`config.mk`:
```
export PLATFORM = sky130hd
export DESIGN_NAME = clk_freq_meter
export DESIGN_NICKNAME = d
export VERILOG_FILES = /design/src/rtl/clk_util_pkg.sv /design/src/rtl/sync_ff.sv /design/src/rtl/clk_freq_meter.sv
export SDC_FILE = /design/constraint.sdc
export NUM_CORES = 1
export LEC_CHECK = 0
export ABC_AREA = 1
export ABC_CLOCK_PERIOD_IN_PS = 4600
export BUFFER_PORTS_ARGS = -buffer_cell sky130_fd_sc_hd__buf_2
export CORE_MARGIN = 4
export CORE_UTILIZATION = 59
export DETAILED_ROUTE_END_ITERATION = 6
export GPL_ROUTABILITY_DRIVEN = 1
export PLACE_DENSITY = 0.88
export SETUP_SLACK_MARGIN = 0.02
export SLEW_MARGIN = 15
export SYNTH_ARGS = -nofsm -noshare
export SYNTH_HDL_FRONTEND = slang
export SYNTH_SLANG_ARGS = --single-unit
```
`constraint.sdc`:
```
create_clock -name clk -period 4.6 [get_ports clk]
set_input_delay 0.23 -clock clk [delete_from_list [all_inputs] [get_ports clk]]
set_output_delay 0.23 -clock clk [all_outputs]
set_load 0.01 [all_outputs]
```
`src/rtl/clk_util_pkg.sv`:
```
// Shared definitions for the clock-utility group: meter FSM states, default
// sizing constants and a counter-width helper.
`timescale 1ns/1ps
package clk_util_pkg;

   typedef enum logic [1:0] {
      ST_IDLE    = 2'd0,
      ST_ARM     = 2'd1,
      ST_MEASURE = 2'd2,
      ST_REPORT  = 2'd3
   } meter_state_t;

   localparam int DEF_WINDOW      = 100;
   localparam int DEF_CNT_W       = 16;
   localparam int DEF_SYNC_STAGES = 2;

   // Bits needed to hold values 0..max_val.
   function automatic int ctr_width(input int max_val);
      return (max_val < 2) ? 1 : $clog2(max_val + 1);
   endfunction

endpackage

```
`src/rtl/sync_ff.sv`:
```
// Single-bit multi-flop synchronizer with synchronous reset to 0; DEPTH >= 2.
`timescale 1ns/1ps
module sync_ff #(
   parameter int DEPTH = 2
) (
   input  logic clk,
   input  logic rst,
   input  logic d,
   output logic q
);

   logic [DEPTH-1:0] stage_reg;

   always_ff @(posedge clk) begin
      if (rst) begin
         stage_reg <= '0;
      end else begin
         stage_reg <= {stage_reg[DEPTH-2:0], d};
      end
   end

   assign q = stage_reg[DEPTH-1];

endmodule

```
`src/rtl/clk_freq_meter.sv`:
```
// Counts mon_clk rising edges over WINDOW clk cycles and range-checks the count.
// Optional loss watchdog is compiled in with CLK_FREQ_METER_LOSS_DET_EN.
`timescale 1ns/1ps
module clk_freq_meter
   import clk_util_pkg::*;
#(
   parameter int WINDOW       = DEF_WINDOW,
   parameter int CNT_W        = DEF_CNT_W,
   parameter int SYNC_STAGES  = DEF_SYNC_STAGES,
   parameter int LOSS_TIMEOUT = 64
) (
   input  logic             clk,
   input  logic             rst,
   input  logic             en,
   input  logic             mon_clk,
   input  logic [CNT_W-1:0] exp_min,
   input  logic [CNT_W-1:0] exp_max,
   output logic [CNT_W-1:0] meas_cnt,
   output logic             meas_valid,
   output logic             freq_low,
   output logic             freq_high,
   output logic             clk_lost,
   output logic             busy
);

   localparam int PH_MAX = (WINDOW > SYNC_STAGES + 1) ? WINDOW : SYNC_STAGES + 1;
   localparam int PH_W   = ctr_width(PH_MAX);
   localparam logic [PH_W-1:0]  ARM_LAST = PH_W'(SYNC_STAGES);
   localparam logic [PH_W-1:0]  WIN_LAST = PH_W'(WINDOW - 1);
   localparam logic [CNT_W-1:0] CNT_MAX  = '1;

   if (WINDOW < 2 || SYNC_STAGES < 2 || LOSS_TIMEOUT < 1) begin : g_bad_params
      $error("clk_freq_meter: WINDOW and SYNC_STAGES must be >= 2, LOSS_TIMEOUT >= 1");
   end

   logic mon_sync;
   logic mon_prev_reg;
   logic mon_edge;

   sync_ff #(.DEPTH(SYNC_STAGES)) u_sync (
      .clk (clk),
      .rst (rst),
      .d   (mon_clk),
      .q   (mon_sync)
   );

   always_ff @(posedge clk) begin
      if (rst) begin
         mon_prev_reg <= 1'b0;
      end else begin
         mon_prev_reg <= mon_sync;
      end
   end

   assign mon_edge = mon_sync & ~mon_prev_reg;

   meter_state_t     state_reg, state_next;
   logic [PH_W-1:0]  phase_reg;
   logic [CNT_W-1:0] cnt_reg;
   logic [CNT_W-1:0] cnt_inc;
   logic             report_now;

   always_comb begin
      state_next = state_reg;
      case (state_reg)
         ST_IDLE:    if (en) state_next = ST_ARM;
         ST_ARM:     if (!en) state_next = ST_IDLE;
                     else if (phase_reg == ARM_LAST) state_next = ST_MEASURE;
         ST_MEASURE: if (!en) state_next = ST_IDLE;
                     else if (phase_reg == WIN_LAST) state_next = ST_REPORT;
         ST_REPORT:  state_next = en ? ST_MEASURE : ST_IDLE;
         default:    state_next = ST_IDLE;
      endcase
   end

   // Phase counts cycles spent in the current ARM or MEASURE visit.
   always_ff @(posedge clk) begin
      if (rst) begin
         state_reg <= ST_IDLE;
         phase_reg <= '0;
      end else begin
         state_reg <= state_next;
         if (state_next != state_reg || state_reg == ST_IDLE) begin
            phase_reg <= '0;
         end else begin
            phase_reg <= phase_reg + 1'b1;
         end
      end
   end

   // Saturating count; includes an edge seen in the last MEASURE cycle.
   assign cnt_inc    = (mon_edge && cnt_reg != CNT_MAX) ? cnt_reg + 1'b1 : cnt_reg;
   assign report_now = (state_reg == ST_MEASURE) && (state_next == ST_REPORT);

   always_ff @(posedge clk) begin
      if (rst) begin
         cnt_reg <= '0;
      end else begin
         cnt_reg <= (state_reg == ST_MEASURE) ? cnt_inc : '0;
      end
   end

   logic [CNT_W-1:0] meas_cnt_reg;
   logic             meas_valid_reg;
   logic             freq_low_reg;
   logic             freq_high_reg;
   logic             busy_reg;

   always_ff @(posedge clk) begin
      if (rst) begin
         meas_cnt_reg   <= '0;
         meas_valid_reg <= 1'b0;
         freq_low_reg   <= 1'b0;
         freq_high_reg  <= 1'b0;
         busy_reg       <= 1'b0;
      end else begin
         meas_valid_reg <= report_now;
         busy_reg       <= (state_next != ST_IDLE);
         if (report_now) begin
            meas_cnt_reg  <= cnt_inc;
            freq_low_reg  <= (cnt_inc < exp_min);
            freq_high_reg <= (cnt_inc > exp_max);
         end
      end
   end

`ifdef CLK_FREQ_METER_LOSS_DET_EN
   localparam int WD_W = ctr_width(LOSS_TIMEOUT);
   localparam logic [WD_W-1:0] WD_LIMIT    = WD_W'(LOSS_TIMEOUT);
   localparam logic [WD_W-1:0] WD_LIMIT_M1 = WD_W'(LOSS_TIMEOUT - 1);

   logic [WD_W-1:0] wd_reg;
   logic            clk_lost_reg;

   // Watchdog only runs while a measurement is in progress.
   always_ff @(posedge clk) begin
      if (rst || state_reg == ST_IDLE) begin
         wd_reg       <= '0;
         clk_lost_reg <= 1'b0;
      end else if (mon_edge) begin
         wd_reg       <= '0;
         clk_lost_reg <= 1'b0;
      end else begin
         if (wd_reg != WD_LIMIT) begin
            wd_reg <= wd_reg + 1'b1;
         end
         if (wd_reg >= WD_LIMIT_M1) begin
            clk_lost_reg <= 1'b1;
         end
      end
   end

   assign clk_lost = clk_lost_reg;
`else
   assign clk_lost = 1'b0;
`endif

   assign meas_cnt   = meas_cnt_reg;
   assign meas_valid = meas_valid_reg;
   assign freq_low   = freq_low_reg;
   assign freq_high  = freq_high_reg;
   assign busy       = busy_reg;

endmodule

```
==> key figures <==
Timing
  – Fmax: about 0.34 GHz
  – Hold Vio Cnt, Final: 0
  – Setup Skew: between 0.004 and 0.005 ns
  – Slew @ Worst Pin: 0.5712 ns
  – Final setup TNS: 0 ns
  – RSZ-0062 raised after global routing: false
  – Max Slew Vio Count: 0
  – Setup violators final: 0
  – Tmin final: 2.968 ns
  – Tcrit/Tclk final: approximately 65%
  – Final Hold Slack: 0.1295 ns
  – Slew margin rel.: between 60% and 70%

Clocking
  – CTS tree: done
  – Post-CTS setup buffers: 0
  – Maximum clock path buffer count: 2
  – CTS Root Cell: clkbuf_8
  – Clk_lat worst skew: ~0.30 ns
  – CTS resizes: 0
  – CTS Sinks: 48
  – Post-CTS Hold Buffers: 0
  – CTS clk-pin slew, worst paths: about 0.090 ns
  – CTS buffer count: 5
  – H-tree depth: 2

Setup path
  – Reg2reg path depth: 18
  – Crit path kind: reg -> reg
  – Critical Path AT: between 3 and 4 ns
  – CP max FO: 5
  – Startpoint Class: register
  – CP endpoint kind: register
  – CP required: 4.79 ns

Global routing
  – GRT overflow: 0
  – Vias in the first global route: 2507
  – Initial antenna violation count: 0
  – Largest net degree at the start of global routing: 19
  – GR Util All Layers: 21.45%
  – First-pass GRT wire length: 10.45 mm

Layout
  – Layout area overhead: 14.38%
  – # nets final: just over 500
  – # diodes: 0
  – Fillers: approximately 390
  – Final core occ: between 60% and 70%
  – Layout cells sized above 1: 20.14%
  – Area of the multi-input gates: roughly 0.0016 mm²
  – Storage cell area: 960.9 µm²

Die
  – DIE HEIGHT: 77.55 µm
  – Placement Rows: 25
  – Die footprint: roughly 0.0060 mm²
  – Io pins: 57
  – Core Area: 0.004692 mm²
  – Starting Density: between 60% and 70%
  – Die Wd: about 78 µm

Logic synthesis
  – Syn Inst Count: 380
  – Post-synthesis sequential area ratio: about a third
  – Post-Synth XOR/XNOR Area: under 10%
  – Post-Syn Nets: 450
  – Synth Area in Compound Gates: between 10% and 20%
  – Syn avg cell area: around 7.5 µm²
  – Post-synth cell types: 39
  – Main combinational cell family by area after synthesis: simple AND/OR/NAND/NOR gates
  – Post-Syn Area: ~0.0029 mm²
  – Mux share of post-synthesis cell area: 0%
  – Fraction of the mapped netlist area in simple logic gates: 22.18%
  – Yosys warning count: 0
  – Post-synthesis adder-cell area fraction: 14.91%
  – Yosys reg bits: 48

Place
  – Post-detail-place hpwl: 4.863 mm
  – Number of I/O port buffers: 55
  – RD Place Congestion: about 0.9

Hold path
  – Worst min path class: in -> reg
  – Worst Hold Depth: 3

Flow run
  – Max Cap Viol: 0

Routing
  – Detailed-route via count: roughly 2.5k
  – First-pass DRT Iterations: 4
  – # DRC: 0
  – Initial DRC Count: between 150 and 200
  – Routed length per instance: around 12 µm
  – Vias per std cell: around 5.1
  – Detailed Route WL: 6.050 mm
  – Post-route ant nets: 0

Pwr
  – LEAKAGE: between 1.5 and 2 nW
  – PD cells: around 220 mW/mm²
  – Peak VDD IR: about 0.20 mV

Outcome
  – Status: complete, no violations
## worst max-delay path, cell delays in order, from the launching register on
cell       delay [ns]
dfxtp_1          0.40
ha_1             0.21
nand2_1          0.06
nor2_1           0.11
nand2_2          0.09
o21ai_4          0.25
nor2_2           0.08
nand2_2          0.09
nor2_2           0.06
nand4_1          0.08
xor2_1           0.30
inv_1            0.12
ha_1             0.31
nand4_1          0.12
a21oi_1          0.06
a2111oi_0        0.31
nand2_1          0.09
nand2_1          0.08
a21oi_1          0.06
## synth_stat cells, drive strengths merged
| library cell | count | area (µm²) |
|---|---|---|
| inv | 81 | 306.5 |
| nand2 | 52 | 202.7 |
| dfxtp | 48 | 960.9 |
| nor2 | 48 | 197.7 |
| ha | 34 | 425.4 |
| a21oi | 32 | 171.4 |
| o21ai | 20 | 111.4 |
| nand3 | 15 | 92.59 |
| xor2 | 14 | 130.1 |
| nand4 | 6 | 37.54 |
| nor3 | 6 | 50.05 |
| clkbuf | 4 | 16.26 |
| o211ai | 4 | 35.03 |
| or2 | 3 | 23.78 |
| a2111oi | 2 | 17.52 |
| buf | 2 | 12.51 |
| nor3b | 2 | 15.01 |
| a211oi | 1 | 7.510 |
| a31oi | 1 | 6.260 |
| and3 | 1 | 6.260 |
| conb | 1 | 3.750 |
| nand3b | 1 | 7.510 |
| o21a | 1 | 7.510 |
| xnor2 | 1 | 8.760 |
## cell type report
cell class              count  area share [%]
multi-input cells         245           47.72
flip-flops and latches     48           29.44
inverters                  81           9.391
repair buffers             55           8.432
clock buffers               6           2.530
well taps                  54           2.070
clock inverters             2          0.4216
## placed cells by master, fill, tap and decap left out, drive strengths merged, types with 2 or more instances in the layout
cell,n
a2111oi,2
a21oi,32
buf,55
clkbuf,6
dfxtp,48
ha,34
inv,82
nand2,52
nand3,15
nand4,6
nor2,48
nor3,6
nor3b,2
o211ai,4
o21ai,20
or2,3
xor2,14
## worst paths after layout
path	startpoint	end	slack, ns
worst max-delay path	cnt_reg[0]	freq_high	1.63
worst min-delay path	mon_clk	u_sync.stage_reg[0]	0.13
worst max register to register	cnt_reg[0]	freq_high	1.63
worst min register to register	u_sync.stage_reg[0]	u_sync.stage_reg[1]	0.42
## through the flow
step                      instances  total power [mW]  area (µm²)  setup slack (ns)
after floorplan                 380            0.4597        2854             1.981
after global placement          483            0.4785        3168             1.739
after detailed placement        483            0.4805        3168             1.678
after CTS                       491            0.7377        3264             1.655
after global routing            491            0.7626        3264             1.324
final                           491            0.7332        3264             1.632
## layer usage
metal	global-route usage [%]	share of wire, %
met1	23.95	41
met2	38.69	51
met3	4.524	4.5
met4	9.964	2.9
met5	0	0
## where the power goes
part           internal [mW]  switching [mW]  total (mW)
Combinational         0.0234          0.0283      0.0517
Sequential             0.417         0.00168       0.419
Clock                  0.123           0.139       0.262
Total                  0.564           0.169       0.733
## kinds of logic (layout without fill, tap and decap cells)
kind of cell | Yosys count | in the layout
simple gates | 134 | 134
buf+inv | 87 | 144
compound gates | 61 | 61
flops | 48 | 48
fa+ha+maj | 34 | 34
xor+xnor | 15 | 15
other cells | 1 | 1
Power figures use the tool's default switching activity.
